**src/rtl/fir_mac_sequencer.sv**
```systemverilog
`timescale 1ns/1ps
// fir_mac_sequencer: control FSM for the 33-tap, 4-bank SPSRAM FIR datapath.
// Define FIR_SEQ_OVERRUN_EN to build the sticky sample-overrun detector.
module fir_mac_sequencer #(
  parameter int TAPS_PER_BANK  = 10,
  parameter int LAST_BANK_TAPS = 3,
  parameter int RAM_RD_LAT     = 1,
  parameter int MUL_LAT        = 1
) (
  input  logic       iClk12M,
  input  logic       iRsn,
  input  logic       iEnSample600k,
  input  logic       iCoeffUpdateFlag,
  input  logic       iCsnRam,
  input  logic       iWrnRam,
  input  logic [5:0] iAddrRam,
  output logic [3:0] oCsnRam,
  output logic       oWrnRam,
  output logic [3:0] oAddrRam,
  output logic       oEnDelay,
  output logic       oAccClr,
  output logic [3:0] oEnMul,
  output logic [3:0] oEnAcc,
  output logic       oEnSum,
  output logic       oEnOut,
  output logic       oBusy,
  output logic       oAddrErr,
  output logic       oOverrun
);

  localparam int         PIPE_LEN    = RAM_RD_LAT + MUL_LAT;
  localparam logic [3:0] TAPS_4      = 4'(TAPS_PER_BANK);
  localparam logic [3:0] LAST_TAPS_4 = 4'(LAST_BANK_TAPS);
  localparam logic [3:0] LAST_ADDR   = 4'(TAPS_PER_BANK - 1);
  localparam logic [3:0] DRAIN_LAST  = 4'(PIPE_LEN - 1);

  typedef enum logic [2:0] {
    ST_IDLE, ST_UPDATE, ST_WAIT, ST_SHIFT, ST_READ, ST_DRAIN, ST_SUM, ST_OUT
  } state_e;

  state_e     state_q, state_d;
  logic [3:0] cnt_q, cnt_d;
  logic       addr_err_q, addr_err_d;
  logic [3:0] pipe_q [PIPE_LEN];
  logic [3:0] pipe_d [PIPE_LEN];
  logic [3:0] rd_en;
  logic [3:0] bank_sel;
  logic       slot_bad;

  assign bank_sel = 4'b0001 << iAddrRam[5:4];
  assign slot_bad = (iAddrRam[3:0] >= TAPS_4) ||
                    ((iAddrRam[5:4] == 2'd3) && (iAddrRam[3:0] >= LAST_TAPS_4));

  always_comb begin
    // NOTE: every variable gets a default first so no path can infer a latch.
    state_d    = state_q;
    cnt_d      = cnt_q;
    addr_err_d = addr_err_q;
    rd_en      = 4'h0;
    oCsnRam    = 4'hF;
    oWrnRam    = 1'b1;
    oAddrRam   = 4'h0;
    oEnDelay   = 1'b0;
    oAccClr    = 1'b0;
    oEnSum     = 1'b0;
    oEnOut     = 1'b0;
    oBusy      = 1'b0;
    unique case (state_q)
      ST_IDLE: begin
        if (iCoeffUpdateFlag) begin
          state_d    = ST_UPDATE;
          addr_err_d = 1'b0;
        end else begin
          state_d = ST_WAIT;
        end
      end
      ST_UPDATE: begin
        oWrnRam  = iWrnRam;
        oAddrRam = iAddrRam[3:0];
        if (!slot_bad) begin
          oCsnRam = ~bank_sel | {4{iCsnRam}};
        end else if (!iCsnRam && !iWrnRam) begin
          addr_err_d = 1'b1;
        end
        if (!iCoeffUpdateFlag) state_d = ST_WAIT;
      end
      ST_WAIT: begin
        if (iCoeffUpdateFlag) begin
          state_d    = ST_UPDATE;
          addr_err_d = 1'b0;
        end else if (iEnSample600k) begin
          state_d = ST_SHIFT;
        end
      end
      ST_SHIFT: begin
        oBusy    = 1'b1;
        oEnDelay = 1'b1;
        oAccClr  = 1'b1;
        cnt_d    = 4'h0;
        state_d  = ST_READ;
      end
      ST_READ: begin
        oBusy    = 1'b1;
        oAddrRam = cnt_q;
        // Bank 3 holds only the last few taps; its upper slots stay deselected.
        rd_en    = {cnt_q < LAST_TAPS_4, 3'b111};
        oCsnRam  = ~rd_en;
        if (cnt_q == LAST_ADDR) begin
          cnt_d   = 4'h0;
          state_d = ST_DRAIN;
        end else begin
          cnt_d = cnt_q + 4'h1;
        end
      end
      ST_DRAIN: begin
        oBusy = 1'b1;
        if (cnt_q == DRAIN_LAST) begin
          cnt_d   = 4'h0;
          state_d = ST_SUM;
        end else begin
          cnt_d = cnt_q + 4'h1;
        end
      end
      ST_SUM: begin
        oBusy   = 1'b1;
        oEnSum  = 1'b1;
        state_d = ST_OUT;
      end
      ST_OUT: begin
        oBusy  = 1'b1;
        oEnOut = 1'b1;
        if (iCoeffUpdateFlag) begin
          state_d    = ST_UPDATE;
          addr_err_d = 1'b0;
        end else begin
          state_d = ST_WAIT;
        end
      end
      default: state_d = ST_IDLE;
    endcase
  end

  // Read-enable delay line: tap RAM_RD_LAT-1 feeds the multipliers, the last tap the accumulators.
  always_comb begin
    pipe_d[0] = rd_en;
    for (int i = 1; i < PIPE_LEN; i++) pipe_d[i] = pipe_q[i-1];
  end

  assign oEnMul   = pipe_q[RAM_RD_LAT-1];
  assign oEnAcc   = pipe_q[PIPE_LEN-1];
  assign oAddrErr = addr_err_q;

  always_ff @(posedge iClk12M or negedge iRsn) begin
    if (!iRsn) begin
      // NOTE: sequential state uses non-blocking assignments so every flop samples pre-edge values.
      state_q    <= ST_IDLE;
      cnt_q      <= 4'h0;
      addr_err_q <= 1'b0;
      // NOTE: this small array drives enables directly, so it is reset rather than left unknown.
      for (int i = 0; i < PIPE_LEN; i++) pipe_q[i] <= 4'h0;
    end else begin
      state_q    <= state_d;
      cnt_q      <= cnt_d;
      addr_err_q <= addr_err_d;
      for (int i = 0; i < PIPE_LEN; i++) pipe_q[i] <= pipe_d[i];
    end
  end

`ifdef FIR_SEQ_OVERRUN_EN
  logic overrun_q, overrun_d;

  assign overrun_d = overrun_q | (oBusy & iEnSample600k);

  always_ff @(posedge iClk12M or negedge iRsn) begin
    if (!iRsn) overrun_q <= 1'b0;
    else       overrun_q <= overrun_d;
  end

  assign oOverrun = overrun_q;
`else
  assign oOverrun = 1'b0;
`endif

endmodule

```
**config.mk**
```make
export PLATFORM = sky130hd
export DESIGN_NAME = fir_mac_sequencer
export DESIGN_NICKNAME = d
export VERILOG_FILES = /design/src/rtl/fir_mac_sequencer.sv
export SDC_FILE = /design/constraint.sdc
export NUM_CORES = 1
export LEC_CHECK = 0
export CAP_MARGIN = 20
export CORE_UTILIZATION = 35
export DETAILED_ROUTE_END_ITERATION = 12
export PLACE_DENSITY = 0.78
export SLEW_MARGIN = 20
export SYNTH_ARGS = -nofsm -noshare
export SYNTH_HDL_FRONTEND = slang
export SYNTH_SLANG_ARGS = --single-unit
```
**constraint.sdc**
```tcl
create_clock -name iClk12M -period 3.2 [get_ports iClk12M]
set_input_delay 0.48 -clock iClk12M [delete_from_list [all_inputs] [get_ports iClk12M]]
set_output_delay 0.48 -clock iClk12M [all_outputs]
set_load 0.01 [all_outputs]
```
# [Yosys cells after proc, flatten, opt, wreduce, memory -nomap -nowiden]
# Cells that the tools add are included.
[totals] register_bits=16 out_inout_bits=24 in_bits=12 elab_cells=66
[classes] n_lt_le_gt_ge=3 eq_ne=17 n_addsub=1 bitwise_logic=3 reduce_logical=13 mux=23 shift=1
[ops] cell="$pmux 3 s7" n=1
[ops] cell="$mux 4" n=4
[ops] cell="$pmux 4 s2" n=2
[ops] cell="$mux 3" n=5
[ops] cell="$eq 3x3->1 const B" n=4
[ops] cell="$pmux 4 s3" n=1
[ops] cell="$ne 2x2->1 const B" n=5
[ops] cell="$mux 1" n=8
[ops] cell="$not 4->4" n=2
[ops] cell="$reduce_and 4->1" n=2
[ops] cell="$eq 3x2->1 const B" n=2
[ops] cell="$reduce_or 5->1" n=1
[ops] cell="$add 4x1->4 const B" n=1
[ops] cell="$eq 4x1->1 const B" n=1
[ops] cell="$eq 4x4->1 const B" n=1
[ops] cell="$ge 4x2->1 const B" n=1
[ops] cell="$ge 4x4->1 const B" n=1
[ops] cell="$lt 4x2->1 const B" n=1
[ops] cell="$or 4x4->4" n=1
[ops] cell="$shl 1x2->4 const A" n=1
[ops] cell="$eq 3x1->1 const B" n=1
[ops] cell="$logic_not 3->1" n=1
[ops] cell="$ne 3x3->1 const B" n=1
[ops] cell="$reduce_bool 3->1" n=1
[ops] cell="other kinds (10)" n=12

# [Depth between registers and ports, before layout]
[logic_depth] depth_word=5 mapped_depth=6 mapped_depth_nobuf=6

# [Worst setup path after synthesis]
# OpenSTA, ideal clock, no wires.
[synth_path] path_type="input -> output" startpoint="in iAddrRam[4]" endpoint="out oCsnRam[0]" cell_stages=4 required_time_ps=2720 path_slack_ps=1461 t_arrival_ps=1259 path_cell_list="a211oi_1 > nor3_2 > nor4_4 > a31oi_1"
[synth_via] elab_chain_len=5 elab_cells_between_ends=8 cone_classes="eq/ne (1); shift (1); mux (2); bitwise (2); reduce/logical (2)"
[synth_rtl] item="start, declared" line_no="16" rtl="input logic [5:0] iAddrRam,"
[synth_rtl] item="$eq 2x2->1 or $shl 1x2->4 (tied branches)" line_no="52, 50"
[synth_rtl] item="$logic_and 1x1->1 or $not 4->4 (tied branches)" line_no="52, 81"
[synth_rtl] item="$logic_or 1x1->1 or $or 4x4->4 (tied branches)" line_no="51, 81"
[synth_rtl] item="$mux 4 *" line_no="80" rtl="if (!slot_bad) begin"
[synth_rtl] item="$pmux 4 s2 *" line_no="68" rtl="unique case (state_q)"
[synth_rtl] item="end, declared" line_no="17" rtl="output logic [3:0] oCsnRam,"
# Mark *: on every way between the ends. The rest lies on a longest branch, timed or not.

# [Worst setup path in the final report]
[layout_path] startpoint="in iAddrRam[4]" endpoint="out oCsnRam[3]"
# Same word-level chain as after synthesis.

==> results.txt <==
----------------------------------------------------
[STA]
  Hold violation total from the final report ... 0
  Total setup violations reported at the end of the flow ... 0
  Time the final worst path needs with I/O delays and setup ... 2.774 ns
  Tightest slew margin relative to the limit ... 0.6367
  Pin slew with the least headroom to its limit ... 0.5432 ns
  Maximum frequency from static timing analysis ... 360.4 MHz
  Fin. max-slew vios ... 0
  Final period util ... 0.8670
  Min Hold Slack ... 0.3781 ns
  Post-Route Skew ... 0.008606 ns
  Sum of negative setup slack ... 0 ns
  RSZ-0062 raised after global routing ... no

[Setup path]
  Critical path launch point type ... input port
  Top fanout value on the critical path ... 5
  Worst R2R End ... state_q[0]
  Crit end category ... primary output
  Data required time of the worst path ... 2.72 ns
  FF-to-FF path depth ... 6
  Internal reg-to-reg setup slack ... 1.64 ns
  Critical path class ... input port to primary output
  Worst Path Arrival ... 2.29 ns
  Reg-to-reg critical path startpoint ... cnt_q[1]

[Yosys]
  Compound-Gate Fraction of Synth Area ... 0.1903
  Sequential share of the synthesized area ... 0.3653
  Most area-hungry cell type in the Yosys netlist ... sky130_fd_sc_hd__dfrtp_1
  Yosys Warn Count ... 0
  Proportion of netlist area held by the largest area contributor ... 0.3653
  Leading cell types by total area after synthesis ... sky130_fd_sc_hd__dfrtp_1, sky130_fd_sc_hd__buf_4, sky130_fd_sc_hd__nand2_1
  Mean Syn Cell Area ... 8.745 um^2
  Prevailing post-synth register cell ... sky130_fd_sc_hd__dfrtp_1
  Multiplexer share of the synthesized area ... 0.01370
  Syn_nets ... 108
  Distinct cell type count of the synthesized netlist ... 30
  Combinational family with the most area after synthesis ... simple AND/OR/NAND/NOR gates
  Post-synth top cells ... sky130_fd_sc_hd__dfrtp_1, sky130_fd_sc_hd__nand2_1, sky130_fd_sc_hd__nor2_1
  Synth Area in Adders ... 0.03044
  Post-synth design cell area ... 822.0 um^2
  Fraction of the mapped netlist area in simple logic gates ... 0.2740
  Most frequent cell after synthesis ... sky130_fd_sc_hd__dfrtp_1
  Synthesized-area fraction occupied by xor and xnor cells ... 0.03196
  Post-synth ARST share ... 1.000
  Number of flops mapped to enable cells by yosys ... 0
  Number of instances in the synthesized netlist ... 94
  Post-synthesis sequential element count ... 12

[Layout]
  Fraction of layout instances using a drive strength above 1 ... 0.08943
  Number of diodes ... 0
  Finished Core Util ... 0.5311
  Area growth from synthesis to final layout ... 42.92%
  Sequential cell area ... 300.3 um^2
  Area of the multi-input gates ... 447.9 um^2
  Post-route cell area ... 1175 um^2
  Fillcell total ... 225
  Layout Nets ... 138

[Clock network]
  TritonCTS sink count ... 12
  Clock edge transition at the registers on the reported setup and hold paths ... 0.08 ns
  Root Buffer ... sky130_fd_sc_hd__clkbuf_4
  Maximum level of the CTS H-tree ... 1
  Clock Path Buffers ... 2
  CTS buffer count ... 3
  Post-CTS Setup Bufs ... 0
  Number of resized instances in the post-cts repair step ... 0
  CTS tree ... done
  CTS Hold Buffers Added ... 0
  Clock latency reported for the late side of the worst-skew pair ... 0.27 ns

[Global routing]
  Congestion Overflow GR ... 0
  Combined global-route utilization of all metal layers ... 0.1703
  First-pass GRT wire length ... 3263 um
  Vias in the first global route ... 746
  Number of antenna violations at the first check in global routing ... 0
  Maximum number of pins on one net before global-route repair ... 16

[Placed design]
  Count of input and output buffers ... 34
  Placer Congestion ... 0.7868
  HPWL Detailed ... 1500 um
  Placed cell areas ... 1139 um^2

[Drt]
  Wire length reported by the detailed router ... 1940 um
  Drt pass-1 iters ... 4
  Violation count after the first detailed-route iteration ... 23
  DRC Markers ... 0
  Via-to-Cell Ratio ... 5.212
  Antenna-violating nets left ... 0
  DR vias ... 787
  WL/cell ... 12.85 um

[Power]
  Register share of total power ... 0.317
  Sum of internal, switching and leakage power ... 1.076 mW
  Clock share of power ... 0.110
  Share of power burned in combinational logic ... 0.573
  Internal ... 0.6264 mW
  Maximum vdd drop ... 0.6660 mV
  Leak Pwr ... 0.4760 nW
  Power per standard cell area ... 916.2 nW/um^2
  Switching power ... 0.4500 mW
  Fraction of power spent switching nets ... 0.4181

[Floorplan]
  Chip Height ... 50.47 um
  Die width ... 50.47 um
  CORE AREA ... 2212 um^2
  Top-level port count ... 36
  Initial core utilization ... 0.3716
  FP Rows ... 17
  Floorplan die area ... 2547 um^2

[Worst hold path]
  Hold endpoint ... oEnAcc[3]
  Worst hold path class ... flip-flop to flip-flop
  Hold Path Origin ... oEnMul[3]
  Worst Hold Path Cells ... 0

[Run]
  Max-cap violations ... 0

[Status]
  Outcome ... finished, final reports clean

----------------------------------------------------
[area by class of cell]
| type | count | area share |
|---|---|---|
| repair buffers | 34 | 0.2897 |
| clock buffers | 4 | 0.03088 |
| well taps | 28 | 0.02982 |
| multi-input cells | 69 | 0.3813 |
| flip-flops and latches | 12 | 0.2556 |
| inverters | 4 | 0.01278 |
[layer usage]
layer / vias to the layer above / track usage / part of all wire
li1: 376 / - / -
met1: 375 / 0.1981 / 0.42
met2: 34 / 0.2889 / 0.50
met3: 2 / 0.06061 / 0.069
met4: 0 / 0.05556 / 0.0077
met5: - / 0 / 0
[worst max-delay path, cell delays in order]
cell and delay, ns:
sky130_fd_sc_hd__clkdlybuf4s50_1 0.48, sky130_fd_sc_hd__a211oi_1 0.32, sky130_fd_sc_hd__nor3_2 0.11, sky130_fd_sc_hd__nor4_4 0.28, sky130_fd_sc_hd__a31oi_1 0.13, sky130_fd_sc_hd__clkdlybuf4s50_1 0.49
[power groups by stage]
| stage | logic, mW | clock network, mW | registers, mW |
|---|---|---|---|
| 3_5_place_dp | 0.621 | 0 | 0.346 |
| 3_3_place_gp | 0.605 | 0 | 0.341 |
| 2_1_floorplan | 0.403 | 0 | 0.298 |
| 6_report | 0.617 | 0.118 | 0.341 |
| 4_1_cts | 0.623 | 0.125 | 0.342 |
| 5_1_grt | 0.684 | 0.130 | 0.362 |
[layout by cell type (no fill, tap or decap)]
master | Yosys | final
sky130_fd_sc_hd__or3_1 | 1 | 1
sky130_fd_sc_hd__clkbuf_8 | 0 | 1
sky130_fd_sc_hd__o221ai_1 | 1 | 1
sky130_fd_sc_hd__and2b_1 | 1 | 1
sky130_fd_sc_hd__nor2b_1 | 5 | 5
sky130_fd_sc_hd__dfrtp_1 | 12 | 12
sky130_fd_sc_hd__mux2_2 | 1 | 1
sky130_fd_sc_hd__a211oi_1 | 3 | 3
sky130_fd_sc_hd__a31oi_1 | 4 | 4
sky130_fd_sc_hd__nand2b_4 | 1 | 1
sky130_fd_sc_hd__and3_1 | 1 | 1
sky130_fd_sc_hd__xor2_1 | 2 | 2
sky130_fd_sc_hd__nand2_1 | 10 | 10
sky130_fd_sc_hd__a21oi_1 | 4 | 4
sky130_fd_sc_hd__nor3_2 | 1 | 1
sky130_fd_sc_hd__nand3_1 | 3 | 3
sky130_fd_sc_hd__clkbuf_4 | 0 | 3
sky130_fd_sc_hd__nor2_1 | 8 | 8
sky130_fd_sc_hd__a22oi_1 | 4 | 4
sky130_fd_sc_hd__nor4b_2 | 1 | 1
sky130_fd_sc_hd__nor4_4 | 1 | 1
sky130_fd_sc_hd__clkdlybuf4s50_1 | 0 | 34
sky130_fd_sc_hd__nor2_2 | 1 | 1
sky130_fd_sc_hd__xnor2_1 | 1 | 1
sky130_fd_sc_hd__nand2b_1 | 4 | 4
sky130_fd_sc_hd__a2111oi_2 | 1 | 1
sky130_fd_sc_hd__inv_1 | 4 | 4
sky130_fd_sc_hd__o21ai_0 | 7 | 7
sky130_fd_sc_hd__ha_1 | 2 | 2
sky130_fd_sc_hd__conb_1 | 1 | 1
[cell families after synthesis]
group,after synthesis
simple gates,38
xor+xnor,3
buf+inv,13
mux,1
compound gates,24
other cells,1
flops,12
fa+ha+maj,2
[flip-flops by register name, summed over array words and instances, names as in the netlist]
name / flops
oAddrErr: 1
oEnAcc: 2
oEnMul: 2
cnt_q: 4
state_q: 3
[through the flow]
step           setup slack (ns)  instances
2_1_floorplan             1.461         94
4_1_cts                  0.4327        151
3_3_place_gp             0.4878        147
6_report                 0.4256        151
3_5_place_dp             0.4344        147
5_1_grt                  0.3146        151
[worst max path at each step]
stage / start / end / slack (ns)
floorplan: iAddrRam[4] / oCsnRam[0] / 1.46
global placement: iAddrRam[4] / oCsnRam[3] / 0.49
detailed placement: iAddrRam[4] / oCsnRam[3] / 0.43
CTS: iAddrRam[4] / oCsnRam[3] / 0.43
global route: iAddrRam[4] / oCsnRam[3] / 0.31
finish: iAddrRam[4] / oCsnRam[3] / 0.43
Power figures use the tool's default switching activity.
